File: config.mk
export PLATFORM = sky130hd
export DESIGN_NAME = fft_inplace_ctrl_flat
export DESIGN_NICKNAME = d
export VERILOG_FILES = /design/src/rtl/fft_inplace_ctrl_if.sv /design/src/rtl/fft_inplace_ctrl.sv /design/src/flat_wrapper.sv
export SDC_FILE = /design/constraint.sdc
export NUM_CORES = 1
export LEC_CHECK = 0
export CORE_MARGIN = 1.5
export CORE_UTILIZATION = 40
export DETAILED_ROUTE_END_ITERATION = 7
export PLACE_DENSITY_LB_ADDON = 0.08
export SLEW_MARGIN = 20
export SYNTH_ARGS = -nofsm -noshare
export SYNTH_HDL_FRONTEND = slang
export SYNTH_SLANG_ARGS = --single-unit
File: constraint.sdc
create_clock -name clk -period 22.7 [get_ports clk]
set_input_delay 4.54 -clock clk [delete_from_list [all_inputs] [get_ports clk]]
set_output_delay 4.54 -clock clk [all_outputs]
set_load 0.05 [all_outputs]
File: src/rtl/fft_inplace_ctrl_if.sv
// Stream and butterfly bundle for fft_inplace_ctrl. The slave modport is the
// FFT sequencer; the master modport is the surrounding system.
interface fft_inplace_ctrl_if #(
  parameter int LOG_N = 3
);
  // Handshakes: a transfer happens on a rising edge where valid && ready are
  // both high. A source never waits for ready before raising valid, and ready
  // never depends combinationally on valid.
  logic             in_valid;
  logic             in_ready;
  logic [31:0]      in_re;
  logic [31:0]      in_im;

  logic             out_valid;
  logic             out_ready;
  logic [31:0]      out_re;
  logic [31:0]      out_im;
  logic             out_last;

  logic             busy;
  logic [1:0]       state;

  logic [31:0]      bf_a_re;
  logic [31:0]      bf_a_im;
  logic [31:0]      bf_b_re;
  logic [31:0]      bf_b_im;
  logic [31:0]      bf_a_o_re;
  logic [31:0]      bf_a_o_im;
  logic [31:0]      bf_b_o_re;
  logic [31:0]      bf_b_o_im;
  logic [LOG_N-2:0] tw_addr;

  modport slave (
    input  in_valid, in_re, in_im, out_ready,
    input  bf_a_o_re, bf_a_o_im, bf_b_o_re, bf_b_o_im,
    output in_ready, out_valid, out_re, out_im, out_last, busy, state,
    output bf_a_re, bf_a_im, bf_b_re, bf_b_im, tw_addr
  );

  modport master (
    output in_valid, in_re, in_im, out_ready,
    output bf_a_o_re, bf_a_o_im, bf_b_o_re, bf_b_o_im,
    input  in_ready, out_valid, out_re, out_im, out_last, busy, state,
    input  bf_a_re, bf_a_im, bf_b_re, bf_b_im, tw_addr
  );
endinterface

File: src/rtl/fft_inplace_ctrl.sv
// In-place radix-2 DIF FFT sequencer: load N samples, run LOG_N*N/2 butterflies
// through an external unit, unload bins. FFT_NATURAL_ORDER_EN selects natural bin order.
module fft_inplace_ctrl #(
  parameter int LOG_N = 3
) (
  input logic               clk,
  input logic               rst,
  fft_inplace_ctrl_if.slave io
);
  localparam int N = 1 << LOG_N;

  typedef enum logic [1:0] {
    LOAD    = 2'd0,
    COMPUTE = 2'd1,
    UNLOAD  = 2'd2
  } state_t;

  state_t           state;
  state_t           state_nxt;
  logic [LOG_N-1:0] ld_cnt;
  logic [LOG_N-1:0] un_cnt;
  logic [LOG_N-2:0] k;
  logic [2:0]       stage;

  logic [63:0]      mem [N];

  logic [2:0]       span_log;
  logic [LOG_N-1:0] k_ext;
  logic [LOG_N-1:0] mask;
  logic [LOG_N-1:0] j;
  logic [LOG_N-1:0] a_idx;
  logic [LOG_N-1:0] b_idx;
  logic [LOG_N-1:0] rd_idx;
  logic [LOG_N-2:0] tw;
  logic [63:0]      a_word;
  logic [63:0]      b_word;
  logic [63:0]      rd_word;

  logic             in_ready;
  logic             out_valid;
  logic             out_last;
  logic             busy;
  logic             in_fire;
  logic             out_fire;
  logic             bf_en;
  logic             last_bf;

  // Butterfly addressing: a_idx is k with a zero bit inserted at position
  // log2(span); b_idx sets that bit. Twiddle index is (k mod span) << stage.
  always_comb begin
    span_log = 3'(LOG_N - 1) - stage;
    k_ext    = {1'b0, k};
    mask     = (LOG_N'(1) << span_log) - LOG_N'(1);
    j        = k_ext & mask;
    a_idx    = ((k_ext & ~mask) << 1) | j;
    b_idx    = a_idx | (LOG_N'(1) << span_log);
    tw       = j[LOG_N-2:0] << stage;
  end

`ifdef FFT_NATURAL_ORDER_EN
  always_comb begin
    rd_idx = '0;
    for (int i = 0; i < LOG_N; i++) begin
      rd_idx[i] = un_cnt[LOG_N-1-i];
    end
  end
`else
  assign rd_idx = un_cnt;
`endif

  assign a_word  = mem[a_idx];
  assign b_word  = mem[b_idx];
  assign rd_word = mem[rd_idx];

  assign last_bf = (stage == 3'(LOG_N - 1)) && (k == '1);

  // Outputs are gated by rst so the block looks idle during the reset cycle
  // regardless of the state register contents.
  always_comb begin
    in_ready  = 1'b0;
    out_valid = 1'b0;
    busy      = 1'b0;
    bf_en     = 1'b0;
    if (!rst) begin
      case (state)
        LOAD:    in_ready = 1'b1;
        COMPUTE: begin
          busy  = 1'b1;
          bf_en = 1'b1;
        end
        UNLOAD:  begin
          busy      = 1'b1;
          out_valid = 1'b1;
        end
        default: in_ready = 1'b0;
      endcase
    end
    out_last = out_valid && (un_cnt == '1);
    in_fire  = in_ready && io.in_valid;
    out_fire = out_valid && io.out_ready;
  end

  always_comb begin
    state_nxt = state;
    case (state)
      LOAD:    if (in_fire && (ld_cnt == '1)) state_nxt = COMPUTE;
      COMPUTE: if (last_bf) state_nxt = UNLOAD;
      UNLOAD:  if (out_fire && out_last) state_nxt = LOAD;
      default: state_nxt = LOAD;
    endcase
  end

  always_ff @(posedge clk) begin
    if (rst) state <= LOAD;
    else     state <= state_nxt;
  end

  always_ff @(posedge clk) begin
    if (rst) begin
      ld_cnt <= '0;
      un_cnt <= '0;
      k      <= '0;
      stage  <= '0;
    end else begin
      if (in_fire) ld_cnt <= ld_cnt + 1'b1;
      if (out_fire) un_cnt <= un_cnt + 1'b1;
      if (bf_en) begin
        if (k == '1) begin
          k     <= '0;
          stage <= last_bf ? 3'd0 : stage + 3'd1;
        end else begin
          k <= k + 1'b1;
        end
      end
    end
  end

  // Working buffer: not reset; results from the butterfly land unmodified.
  always_ff @(posedge clk) begin
    if (in_fire) begin
      mem[ld_cnt] <= {io.in_re, io.in_im};
    end else if (bf_en) begin
      mem[a_idx] <= {io.bf_a_o_re, io.bf_a_o_im};
      mem[b_idx] <= {io.bf_b_o_re, io.bf_b_o_im};
    end
  end

  always_comb begin
    io.in_ready  = in_ready;
    io.out_valid = out_valid;
    io.out_last  = out_last;
    io.busy      = busy;
    io.state     = state;
    io.out_re    = rd_word[63:32];
    io.out_im    = rd_word[31:0];
    io.bf_a_re   = a_word[63:32];
    io.bf_a_im   = a_word[31:0];
    io.bf_b_re   = b_word[63:32];
    io.bf_b_im   = b_word[31:0];
    io.tw_addr   = bf_en ? tw : '0;
  end

endmodule

File: src/flat_wrapper.sv
// flat-port wrapper written by rule: the top's interface ports become plain ports
module fft_inplace_ctrl_flat 
#(
  parameter int LOG_N = 3
)
  (clk, rst, io_in_valid, io_in_re, io_in_im, io_out_ready, io_bf_a_o_re, io_bf_a_o_im, io_bf_b_o_re, io_bf_b_o_im, io_in_ready, io_out_valid, io_out_re, io_out_im, io_out_last, io_busy, io_state, io_bf_a_re, io_bf_a_im, io_bf_b_re, io_bf_b_im, io_tw_addr);
  fft_inplace_ctrl_if #(.LOG_N(LOG_N)) io_i ();
  input logic clk;
  input logic rst;
  input wire logic [$bits(io_i.in_valid)-1:0] io_in_valid;
  input wire logic [$bits(io_i.in_re)-1:0] io_in_re;
  input wire logic [$bits(io_i.in_im)-1:0] io_in_im;
  input wire logic [$bits(io_i.out_ready)-1:0] io_out_ready;
  input wire logic [$bits(io_i.bf_a_o_re)-1:0] io_bf_a_o_re;
  input wire logic [$bits(io_i.bf_a_o_im)-1:0] io_bf_a_o_im;
  input wire logic [$bits(io_i.bf_b_o_re)-1:0] io_bf_b_o_re;
  input wire logic [$bits(io_i.bf_b_o_im)-1:0] io_bf_b_o_im;
  output wire logic [$bits(io_i.in_ready)-1:0] io_in_ready;
  output wire logic [$bits(io_i.out_valid)-1:0] io_out_valid;
  output wire logic [$bits(io_i.out_re)-1:0] io_out_re;
  output wire logic [$bits(io_i.out_im)-1:0] io_out_im;
  output wire logic [$bits(io_i.out_last)-1:0] io_out_last;
  output wire logic [$bits(io_i.busy)-1:0] io_busy;
  output wire logic [$bits(io_i.state)-1:0] io_state;
  output wire logic [$bits(io_i.bf_a_re)-1:0] io_bf_a_re;
  output wire logic [$bits(io_i.bf_a_im)-1:0] io_bf_a_im;
  output wire logic [$bits(io_i.bf_b_re)-1:0] io_bf_b_re;
  output wire logic [$bits(io_i.bf_b_im)-1:0] io_bf_b_im;
  output wire logic [$bits(io_i.tw_addr)-1:0] io_tw_addr;
  assign io_i.in_valid = io_in_valid;
  assign io_i.in_re = io_in_re;
  assign io_i.in_im = io_in_im;
  assign io_i.out_ready = io_out_ready;
  assign io_i.bf_a_o_re = io_bf_a_o_re;
  assign io_i.bf_a_o_im = io_bf_a_o_im;
  assign io_i.bf_b_o_re = io_bf_b_o_re;
  assign io_i.bf_b_o_im = io_bf_b_o_im;
  assign io_in_ready = io_i.in_ready;
  assign io_out_valid = io_i.out_valid;
  assign io_out_re = io_i.out_re;
  assign io_out_im = io_i.out_im;
  assign io_out_last = io_i.out_last;
  assign io_busy = io_i.busy;
  assign io_state = io_i.state;
  assign io_bf_a_re = io_i.bf_a_re;
  assign io_bf_a_im = io_i.bf_a_im;
  assign io_bf_b_re = io_i.bf_b_re;
  assign io_bf_b_im = io_i.bf_b_im;
  assign io_tw_addr = io_i.tw_addr;
  fft_inplace_ctrl #(.LOG_N(LOG_N)) u_core (.clk(clk), .rst(rst), .io(io_i));
endmodule
==> flow_metrics.py <==
metrics = {
    "clock_tree": {
        "postCtsHoldBufs": 0,
        "clkTransAtPathRegs_ns": 0.06,
        "cts-root-buf": "clkbuf_16",
        "post_cts_buffers": 0,
        "clk_path_buf_depth": 3,
        "cts_resized": 0,
        "cts-buffers-inserted": 66,
        "clock-sinks": 528,
        "clk_latency_ns": 0.61,
        "cts_tree": "done",
        "h-tree-depth": 3,
    },
    "drt": {
        "drc": 34,
        "dr.pass1.iters": 7,
        "drt_iter0_markers": 2938,
        "drt_wl_total_um": 139000,
        "vias": 27600,
        "wl_per_cell_um": 31.9,
        "ant_nets": 0,
        "vias_per_cell": 6.35,
    },
    "critical_path": {
        "cpMaxStageDelayCell": "clkdlybuf4s50_1",
        "critPathMaxStageDelay_ns": 0.87,
        "r2r_cells": 10,
        "critical_path_class": "primary input to output pin",
        "reg2reg_slack_ns": 16.28,
        "crit_path_end_kind": "output pin",
        "reg2reg_to": "u_core.mem[6][25]",
        "path_max_fanout": 20,
        "crit_path_start_kind": "primary input",
        "required_ns": 18.16,
        "cpMostUsedCell": "clkdlybuf4s50_1",
        "path_buf_inv": 2,
        "cp.arrival_ns": 7.20,
        "r2r-start": "u_core.stage[0]",
        "crit_family": "buffers and inverters",
        "path_cells": "clkdlybuf4s50_1 -> nand2b_1 -> or3_1 -> a211oi_1 -> clkdlybuf4s50_1",
    },
    "synthesis": {
        "syn_nets": 3086,
        "yosysTopAreaCell": "edfxtp_1",
        "ys_top_cells_by_area": "edfxtp_1, mux2_2, mux2i_1",
        "synth_area_um2": 35800,
        "async_flop_share_pct": 0,
        "synth_commonest_cells": "mux2_2, edfxtp_1, mux2i_1",
        "yosysMostFrequentCell": "mux2_2",
        "synth.top_cell.area_share_pct": 42.9,
        "synth-seq-cells": 528,
        "synth-edff-count": 512,
        "seq_area_frac_synth_pct": 43.8,
        "synth.distinct_cells": 52,
        "avgSynthCellArea_um2": 12.5,
        "yosys_warnings": 0,
        "synth_cells": 2875,
        "synth_flop_cell": "edfxtp_1",
    },
    "floorplanning": {
        "start_util_pct": 40.4,
        "num_rows": 109,
        "die_w_um": 302,
        "core_area_um2": 88600,
        "die_area_um2": 91400,
        "pin_count": 396,
        "die_y_um": 302,
    },
    "final_layout": {
        "drive_gt1_share_pct": 29.5,
        "nFillCells": 7765,
        "multiInputGateArea_um2": 19300,
        "nNetsFinal": 3349,
        "syn_to_final_growth_pct": 20.0,
        "regArea_um2": 15700,
    },
    "hold_path": {
        "hold_start": "u_core.rd_idx[1]",
        "holdPathStages": 2,
        "hold_path_class": "register to register",
    },
    "sta": {
        "setup_viol": 0,
        "rsz0062_at_grt": "no",
        "relSlewSlack_pct": 17.7,
        "worst_pin_slew_ns": 1.23,
        "timing.fmax_mhz": 85.2,
        "maxSlewViolCount": 0,
        "setup-tns-final_ns": 0,
        "hold_violations": 0,
        "finClkSkew_ns": 0.0233,
        "setup_slack_ns": 10.96,
        "min_period_ns": 11.74,
        "finalCritPeriodShare_pct": 51.7,
    },
    "run_status": {
        "violations": "DRC",
        "status": "finished, violations left",
    },
    "place": {
        "dp_hpwl_um": 78400,
        "place.gp.congestion": 0.838,
        "pre_cts_ws_ns": 10.93,
        "io_buffers": 395,
    },
    "global_route": {
        "grt_max_degree": 138,
        "grt_first_pass_wirelength_um": 194000,
        "grt_pass1_vias": 27600,
        "grt_overflow": 0,
        "antenna_found_initial": 8,
        "grt_usage_pct": 29.7,
    },
    "power": {
        "leakagePower_nw": 13.7,
        "power_density_nw_per_um2": 54.4,
        "irDropWorstVdd_mv": 0.0414,
    },
    "job": {
        "maxCapViolations": 0,
    },
}
[worst max-delay path by stage]
stage	start	cells past startpoint	endpoint
after global placement	rst	5	io_tw_addr[1]
final	rst	5	io_tw_addr[1]
after CTS	rst	5	io_tw_addr[1]
after global routing	rst	5	io_tw_addr[1]
after detailed placement	rst	5	io_tw_addr[1]
after floorplan	rst	7	u_core.mem[3][0]
[power breakdown]
part | total, mW | switching (mW) | internal, mW
clock network | 1.02 | 0.422 | 0.596
logic | 0.233 | 0.126 | 0.106
registers | 1.09 | 0.00753 | 1.08
[final cells by class]
cell class	instances	area share, %
clock buffers	80	4.01
well taps	1165	3.39
inverters	8	0.0698
multi-input cells	2081	44.9
diodes	5	0.0291
clock inverters	34	0.692
repair buffers	453	10.4
flip-flops and latches	528	36.5
[worst register-to-register path, stage by stage (launching register included)]
cell and delay, ns:
dfxtp_1 0.48, ha_1 0.38, xor2_4 0.96, buf_4 0.60, o21ai_4 0.13, buf_12 0.33
nor2_1 0.79, nand3_4 0.70, o21ai_4 0.55, buf_16 0.25, buf_4 0.81
[logic make-up after synthesis]
kind of cell               share of synthesized area (%)
AOI/OAI and AO/OA                                   6.74
xor gates and xnor gates                           0.143
adders and majority gates                          0.524
buffers and inverters                               3.22
DFF                                                 43.8
muxes                                               38.3
and+or+nand+nor                                     7.32
[cells in the final DEF, fill, tap and decap left out, drive strengths merged, types with 36 or more instances in the layout]
cell type	synthesis	final
clkdlybuf4s50	0	395
mux2i	359	359
a31oi	39	39
edfxtp	512	512
nand2	336	336
a22oi	36	36
nor2	47	47
mux4	128	128
o21ai	51	51
and3	61	61
a21oi	46	46
nor2b	39	39
clkbuf	137	80
buf	121	58
o221ai	36	36
mux2	643	643
[sequential cells by signal, summed over array words and instances (netlist names), named ones only]
signal           flops
u_core.k             2
u_core.mem         512
u_core.rd_idx        3
u_core.stage         3
u_core.io.state      2
u_core.ld_cnt        3
[metal layers]
metal	global-route usage [%]	part of all wire, %	vias up
li1	-	-	11800
met2	48.1	47	1465
met5	0	0.021	-
met1	40.1	42	14100
met4	10.9	3.3	6
met3	4.65	8.3	259
[metrics by stage]
step	power (mW)	cells	hold slack (ns)	utilization, %	area, um^2
floorplan	1.24	2875	0.454	-	35800
global placement	1.34	4233	0.465	46.2	40900
detailed placement	1.34	4234	0.470	46.2	40900
CTS	2.35	4348	0.478	48.5	43000
global route	2.40	4352	0.510	48.5	43000
finish	2.34	4354	0.473	48.5	43000
(Power assumes the default switching activity.)
